File: src/rtl/debounce_arbiter_if.sv
// Change-event handshake between the debouncer (master) and the panel/keypad controller (slave).
// Holds one pending event: channel number and new level, qualified by valid/ready.
interface debounce_arbiter_if #(
  parameter int N_CH = 4
);
  localparam int CH_W = $clog2(N_CH);

  logic            o_evt_valid;
  logic [CH_W-1:0] o_evt_ch;
  logic            o_evt_level;
  logic            i_evt_ready;

  modport master (
    output o_evt_valid,
    output o_evt_ch,
    output o_evt_level,
    input  i_evt_ready
  );

  modport slave (
    input  o_evt_valid,
    input  o_evt_ch,
    input  o_evt_level,
    output i_evt_ready
  );
endinterface

File: src/rtl/debounce_arbiter.sv
// Multi-channel switch debouncer: one stability counter shared round-robin across N_CH inputs.
// Optional DEBOUNCE_ABORT_CNT_EN adds o_abort_cnt, a saturating count of aborted windows.
module debounce_arbiter #(
  parameter int N_CH     = 4,
  parameter int N_BOUNCE = 3
) (
  input  logic                    clk,
  input  logic                    rstn,
  input  logic [N_CH-1:0]         i_sig,
  output logic [N_CH-1:0]         o_sig_debounced,
  output logic                    o_busy,
  output logic [$clog2(N_CH)-1:0] o_grant_id,
  debounce_arbiter_if.master      evt
`ifdef DEBOUNCE_ABORT_CNT_EN
  ,
  output logic [7:0]              o_abort_cnt
`endif
);
  localparam int CH_W = $clog2(N_CH);

  typedef enum logic [1:0] {IDLE, COUNT, COMMIT} state_t;

  state_t                state_reg, state_next;
  logic [N_CH-1:0]       sync1_reg, sync2_reg;
  logic [N_CH-1:0]       deb_reg, deb_next;
  logic [N_BOUNCE-1:0]   cnt_reg, cnt_next;
  logic [CH_W-1:0]       grant_reg, grant_next;
  logic [CH_W-1:0]       ptr_reg, ptr_next;
  logic                  evt_valid_reg, evt_valid_next;
  logic [CH_W-1:0]       evt_ch_reg, evt_ch_next;
  logic                  evt_level_reg, evt_level_next;
  logic [N_CH-1:0]       req;
  logic                  found;
  logic [CH_W-1:0]       pick;
  logic [CH_W-1:0]       grant_inc;
  logic                  bounce;
  int                    rr_idx;

  always_ff @(posedge clk or negedge rstn) begin
    if (!rstn) begin
      sync1_reg <= '0;
      sync2_reg <= '0;
    end else begin
      sync1_reg <= i_sig;
      sync2_reg <= sync1_reg;
    end
  end

  // A channel wants the counter whenever its synchronised input disagrees with its debounced level.
  generate
    for (genvar gi = 0; gi < N_CH; gi++) begin : g_req
      assign req[gi] = sync2_reg[gi] ^ deb_reg[gi];
    end
  endgenerate

  always_comb begin
    found  = 1'b0;
    pick   = '0;
    rr_idx = 0;
    for (int i = 0; i < N_CH; i++) begin
      rr_idx = int'(ptr_reg) + i;
      if (rr_idx >= N_CH) rr_idx = rr_idx - N_CH;
      if (!found && req[rr_idx]) begin
        found = 1'b1;
        pick  = rr_idx[CH_W-1:0];
      end
    end
  end

  assign grant_inc = (grant_reg == CH_W'(N_CH - 1)) ? '0 : grant_reg + 1'b1;
  assign bounce    = (sync2_reg[grant_reg] == deb_reg[grant_reg]);

  always_comb begin
    state_next     = state_reg;
    deb_next       = deb_reg;
    cnt_next       = cnt_reg;
    grant_next     = grant_reg;
    ptr_next       = ptr_reg;
    evt_valid_next = evt_valid_reg && !evt.i_evt_ready;
    evt_ch_next    = evt_ch_reg;
    evt_level_next = evt_level_reg;
    case (state_reg)
      IDLE: begin
        if (found) begin
          grant_next = pick;
          cnt_next   = '0;
          state_next = COUNT;
        end
      end
      COUNT: begin
        if (bounce) begin
          state_next = IDLE;
          ptr_next   = grant_inc;
        end else if (cnt_reg == {N_BOUNCE{1'b1}}) begin
          state_next = COMMIT;
        end else begin
          cnt_next = cnt_reg + 1'b1;
        end
      end
      COMMIT: begin
        // Level only flips once the event slot can take it, so level and event stay in step.
        if (!evt_valid_reg || evt.i_evt_ready) begin
          deb_next[grant_reg] = ~deb_reg[grant_reg];
          evt_valid_next      = 1'b1;
          evt_ch_next         = grant_reg;
          evt_level_next      = ~deb_reg[grant_reg];
          state_next          = IDLE;
          ptr_next            = grant_inc;
        end
      end
      default: state_next = IDLE;
    endcase
  end

  always_ff @(posedge clk or negedge rstn) begin
    if (!rstn) begin
      state_reg     <= IDLE;
      deb_reg       <= '0;
      cnt_reg       <= '0;
      grant_reg     <= '0;
      ptr_reg       <= '0;
      evt_valid_reg <= 1'b0;
      evt_ch_reg    <= '0;
      evt_level_reg <= 1'b0;
    end else begin
      state_reg     <= state_next;
      deb_reg       <= deb_next;
      cnt_reg       <= cnt_next;
      grant_reg     <= grant_next;
      ptr_reg       <= ptr_next;
      evt_valid_reg <= evt_valid_next;
      evt_ch_reg    <= evt_ch_next;
      evt_level_reg <= evt_level_next;
    end
  end

`ifdef DEBOUNCE_ABORT_CNT_EN
  logic [7:0] abort_cnt_reg;

  always_ff @(posedge clk or negedge rstn) begin
    if (!rstn) begin
      abort_cnt_reg <= '0;
    end else if (state_reg == COUNT && bounce && abort_cnt_reg != 8'hFF) begin
      abort_cnt_reg <= abort_cnt_reg + 1'b1;
    end
  end

  assign o_abort_cnt = abort_cnt_reg;
`endif

  assign o_sig_debounced = deb_reg;
  assign o_busy          = (state_reg != IDLE);
  assign o_grant_id      = grant_reg;
  assign evt.o_evt_valid = evt_valid_reg;
  assign evt.o_evt_ch    = evt_ch_reg;
  assign evt.o_evt_level = evt_level_reg;
endmodule

File: src/flat_wrapper.sv
// flat-port wrapper written by rule: the top's interface ports become plain ports
module debounce_arbiter_flat 
#(
  parameter int N_CH     = 4,
  parameter int N_BOUNCE = 3
)
  (clk, rstn, i_sig, o_sig_debounced, o_busy, o_grant_id, evt_o_evt_valid, evt_o_evt_ch, evt_o_evt_level, evt_i_evt_ready);
  debounce_arbiter_if #(.N_CH(N_CH)) evt_i ();
  input  logic clk;
  input  logic rstn;
  input  logic [N_CH-1:0] i_sig;
  output logic [N_CH-1:0] o_sig_debounced;
  output logic o_busy;
  output logic [$clog2(N_CH)-1:0] o_grant_id;
  output wire logic [$bits(evt_i.o_evt_valid)-1:0] evt_o_evt_valid;
  output wire logic [$bits(evt_i.o_evt_ch)-1:0] evt_o_evt_ch;
  output wire logic [$bits(evt_i.o_evt_level)-1:0] evt_o_evt_level;
  input wire logic [$bits(evt_i.i_evt_ready)-1:0] evt_i_evt_ready;
  assign evt_o_evt_valid = evt_i.o_evt_valid;
  assign evt_o_evt_ch = evt_i.o_evt_ch;
  assign evt_o_evt_level = evt_i.o_evt_level;
  assign evt_i.i_evt_ready = evt_i_evt_ready;
  debounce_arbiter #(.N_CH(N_CH), .N_BOUNCE(N_BOUNCE)) u_core (.clk(clk), .rstn(rstn), .i_sig(i_sig), .o_sig_debounced(o_sig_debounced), .o_busy(o_busy), .o_grant_id(o_grant_id), .evt(evt_i));
endmodule
File: config.mk
export PLATFORM = sky130hd
export DESIGN_NAME = debounce_arbiter_flat
export DESIGN_NICKNAME = d
export VERILOG_FILES = /design/src/rtl/debounce_arbiter_if.sv /design/src/rtl/debounce_arbiter.sv /design/src/flat_wrapper.sv
export SDC_FILE = /design/constraint.sdc
export NUM_CORES = 1
export LEC_CHECK = 0
export ABC_AREA = 1
export CORE_ASPECT_RATIO = 1.2
export CORE_UTILIZATION = 59
export CTS_CLUSTER_DIAMETER = 200
export DETAILED_ROUTE_END_ITERATION = 10
export PLACE_DENSITY = 0.86
export SETUP_SLACK_MARGIN = 0.02
export SLEW_MARGIN = 20
export SYNTH_ARGS = -nofsm -noshare
export SYNTH_HDL_FRONTEND = slang
export SYNTH_SLANG_ARGS = --single-unit
File: constraint.sdc
create_clock -name clk -period 3.54 [get_ports clk]
set_input_delay 0.708 -clock clk [delete_from_list [all_inputs] [get_ports clk]]
set_output_delay 0.708 -clock clk [all_outputs]
set_load 0.02 [all_outputs]
# Word level (Yosys, flattened, before mapping)
# Cells that the tools add are included.
[word_totals] reg_bits=25 word_cells=111
[op_classes] addsub=9 order_cmp=10 n_eq_ne=11 n_mux=46 n_bitwise=5 reduce_logical=20
[op_table] operator="32-bit by 4-bit < comparator with 1-bit output (second input constant)" n=4
[op_table] operator="32-bit two-way mux" n=4
[op_table] operator="32-bit by 4-bit greater-or-equal comparator with 1-bit output (second input constant)" n=3
[op_table] operator="32-bit by 4-bit subtractor with 32-bit output (second input constant)" n=3
[op_table] operator="2-bit two-way mux" n=11
[op_table] operator="1-bit two-way mux" n=17
[op_table] operator="1-bit binary-select mux with 2-bit select" n=6
[op_table] operator="3-bit two-way mux" n=3
[op_table] operator="2-bit by 2-bit adder with 3-bit output (second input constant)" n=2
[op_table] operator="2-bit by 1-bit inequality test with 1-bit output (second input constant)" n=3
[op_table] operator="2-bit case mux with 3 select lines" n=1
[op_table] operator="3-bit case mux with 2 select lines" n=1
[op_table] operator="3-bit AND reduction" n=2
[op_table] operator="2-bit nonzero test" n=3
[op_table] operator="1-bit logical AND" n=5
[op_table] operator="1-bit zero test" n=5
[op_table] operator="4-bit bitwise mux" n=1
[op_table] operator="2-bit == test (second input constant)" n=2
[op_table] operator="2-bit inequality test (second input constant)" n=2
[op_table] operator="2-bit case mux with 2 select lines" n=1
[op_table] operator="2-bit AND reduction" n=2
[op_table] operator="4-bit AND reduction" n=1
[op_table] operator="2-bit by 3-bit subtractor with 4-bit output (second input constant)" n=1
[op_table] operator="1-bit XOR" n=4
[op_table] operator="14 further kinds" n=14

# Logic depth before layout (Yosys ltp)
[logic_depth] word_depth=17 mapped_depth=12 mapped_depth_nobuf=12

# Worst setup path before layout
# OpenSTA, ideal clock, no wires.
[synth_path] kind="flip-flop to output port" start="register u_core.state_reg[0]" end="output o_busy" arrival_ps=857 required_ps=2832 path_slack_ps=1975 path_stages_with_launch=4 path_cell_list="dfrtp_1 inv_1 ha_1 inv_1"
[synth_between] elab_chain_cells=1
[synth_lines] element="start: declaration" line_no="debounce_arbiter.sv:23" text="state_t state_reg, state_next;"
[synth_lines] element="start signal: assignment" line_no="debounce_arbiter.sv:126" text="state_reg <= state_next;"
[synth_lines] element="2-bit nonzero test" line_no="debounce_arbiter.sv:152" text="assign o_busy = (state_reg != IDLE);"
[synth_lines] element="end: declaration" line_no="flat_wrapper.sv:13" text="output logic o_busy;"
# No other way between the ends.

# Worst setup path in the final report
# Same ends and word-level chain as after synthesis.

==> key figures <==
Setup path
  • Crit path top cell by count: inv_1
  • Reg-to-Reg Start: u_core.ptr_reg[0]
  • CP Capture Type: primary output
  • Reg2Reg Setup Slack: 1760 ps
  • Reg-to-reg endpoint: u_core.cnt_reg[2]
  • Critical path type: flop to primary output
  • CP Launch Type: flop
  • CP Data Arrival Time: approximately 1800 ps
  • Crit Path Max Fanout: 6
  • Critical Path Max Stage Delay: 590 ps
  • Critical path required time: 2830 ps
  • Worst-path cell chain: inv_1 -> ha_1 -> inv_1 -> clkdlybuf4s50_1
  • CP max-delay cell: clkdlybuf4s50_1
  • R2R depth: 10

CTS
  • CTS root buffer: clkbuf_4
  • Clk slew on worst S/H paths: 140 ps
  • Worst skew pair latency: 330 ps
  • CTS tree: done
  • Post_cts resized: 0
  • CTS Hold Bufs: 0
  • Cts bufs inserted: 3
  • H-tree Lvls: 1
  • CTS Sinks: 25
  • Bufs on Longest Clock Path: 2
  • Post-CTS setup buffers: 0

STA
  • Worst-Margin Slew: 549 ps
  • Tcrit/Tclk final: around 70%
  • Clock skew: 1.78 ps
  • Min cycle time layout: roughly 2500 ps
  • Final setup viols: 0
  • RSZ-0062 raised after global routing: no
  • Worst setup margin: ~1100 ps
  • Slew Limit Fails: 0
  • Setup TNS: 0 ps
  • Fmax: approximately 400 MHz
  • Slew HR: 63.4%
  • Final Hold Viols: 0

Synth
  • Mux contribution to synthesized area: 0%
  • Largest cells by area after synthesis: dfrtp_1, nand2_1, nand3_1, ha_1, inv_1
  • Ys flop type: dfrtp_1
  • Leading area contributor after synthesis: dfrtp_1
  • Synth Area in Simple Gates: 37.5%
  • Mapped Avg Cell Area: 7.88 sq um
  • Mapped Area: 1550 sq um
  • Post-synth top area share: roughly two fifths
  • Xor/xnor share of the synthesized area: 1.77%
  • Syn Inst Count: 197
  • Distinct cell type count after synthesis: 20
  • Register bit total from synthesis: 25
  • Asr flop ratio synth: 100%
  • Synth Area in Compound Gates: roughly 4.6%
  • Main combinational cell family by area after synthesis: simple AND/OR/NAND/NOR gates
  • EDFF count, synth: 0
  • Top post-synthesis cells by count: nand2_1, nand3_1, dfrtp_1
  • Count leader, synth: nand2_1
  • Adder-Cell Fraction of Synth Area: 7.26%
  • Sequential fraction of the synthesis area: around two fifths
  • Synthesis Warnings: 0
  • Synth Net Count: about 210

Final layout
  • Area of the multi-input gates: approximately 800 sq um
  • Share of layout cells above drive strength 1: between 10% and 20%
  • Syn-to-layout area delta: 13.8%
  • Final Util: 70.6%
  • FF+latch area: 626 sq um
  • Layout fillers: slightly above 200
  • Finished Cell Area: 1770 sq um
  • Final net count: about 230
  • Ant. Diodes: 0

Power and ir drop
  • Comb power frac: a little over three fifths
  • Pint: 827 uW
  • Sequential share of power: 29.4%
  • Psw: approximately 900 uW
  • Sw frac: 51.4%
  • PD cells: 965 nW/um^2
  • VDD IR max: between 0.6 and 0.7 mV
  • Clock power frac: 7.8%
  • Leakage: 0.929 nW

Outcome
  • Status: completed

Place
  • Placed Area: 1740 sq um
  • PortBufs: 17
  • Routability congestion estimate: 0.834
  • DP Worst Slack: between 1000 and 1500 ps
  • Dpl hpwl: between 2 and 2.5 mm

GRT
  • GR Util All Layers: 25.9%
  • Initial antenna violation count: 0
  • Overflow after GRT: 0
  • Largest net degree at the start of global routing: 26
  • Vias in the first global route: 1356
  • First-pass GRT wire length: ~5.6 mm

Detailed routing
  • Total iterations of the first detailed-routing run: 4
  • Post-DR wirelength/cell: 12.6 um
  • Vias: 1331
  • Initial DRC Count: 25
  • Post-route ant nets: 0
  • DR DRC count: 0
  • DR vias/cell: 5.35
  • Final wirelength: 3.13 mm

Die
  • Die Area: 2840 sq um
  • Die Y: 58.2 um
  • Initial Util: between 60% and 70%
  • Die W: 48.8 um
  • IO Pins: 18
  • Row Count: 20
  • Core ar.: 2500 sq um

Job
  • MaxCap Viol Count: 0

Hold path
  • Hold Crit Class: input pin to async pin
==> metal layers <==
layer  GRT usage, %  vias to the layer above  part of all wire, %
li1               -                      656                    -
met1           29.5                      636                   40
met2           46.2                       30                   53
met3           3.94                        9                  4.2
met4           15.1                        0                  2.6
met5              0                        -                    0
==> per-stage QoR <==
stage	power, mW	hold slack, ps	instances
finish	1.70	336	249
global route	1.86	375	249
CTS	1.70	366	249
detailed placement	1.57	335	245
global placement	1.52	332	245
floorplan	1.29	331	197
==> kinds of logic after synthesis <==
family	count (synthesis)
AND/OR/NAND/NOR	120
buffers and inverters	30
flip-flops	25
AO/OA/AOI/OAI	12
adder cells (fa/ha/maj)	9
XOR/XNOR	1
==> cells in the final DEF (no fill, tap or decap) <==
cell	n
nand2_1	67
nand3_1	28
dfrtp_1	25
inv_1	24
clkdlybuf4s50_1	16
o21ai_0	11
ha_1	9
nand2_2	8
nor2_1	4
inv_2	3
nand3_2	3
nand4_1	3
clkbuf_4	3
nand3_4	2
nor2_2	2
inv_6	1
xnor2_4	1
nor2_4	1
nand2_4	1
o21ai_4	1
and2_1	1
clkinvlp_4	1
buf_2	1
==> power groups by stage <==
| stage | combinational, mW | clock (mW) | sequential [mW] |
|---|---|---|---|
| finish | 1.07 | 0.133 | 0.500 |
| global route | 1.20 | 0.145 | 0.516 |
| CTS | 1.07 | 0.132 | 0.499 |
| detailed placement | 1.06 | 0 | 0.505 |
| global placement | 1.02 | 0 | 0.499 |
| floorplan | 0.783 | 0 | 0.511 |
==> worst max-delay path, delay by kind of cell, from the launching register on <==
family | cells | cell delay, ps
adders and majority gates | 1 | 290
DFF | 1 | 410
buffers and inverters | 3 | 750
==> how the worst max path moves through the flow <==
stage,endpoint,start,cells after the start
global route,o_busy,u_core.state_reg[0],4
CTS,o_busy,u_core.state_reg[0],4
global placement,o_busy,u_core.state_reg[0],4
floorplan,o_busy,u_core.state_reg[0],3
finish,o_busy,u_core.state_reg[0],4
detailed placement,o_busy,u_core.state_reg[0],4
==> layout make-up <==
type / instances / area share [%]
sequential: 25 / 35.4
timing repair buffer: 17 / 9.36
clock buffer: 3 / 1.28
tap: 33 / 2.34
clock inverter: 1 / 0.425
multi-input combinational: 142 / 44.9
inverter: 28 / 6.24
(Power assumes the default switching activity.)
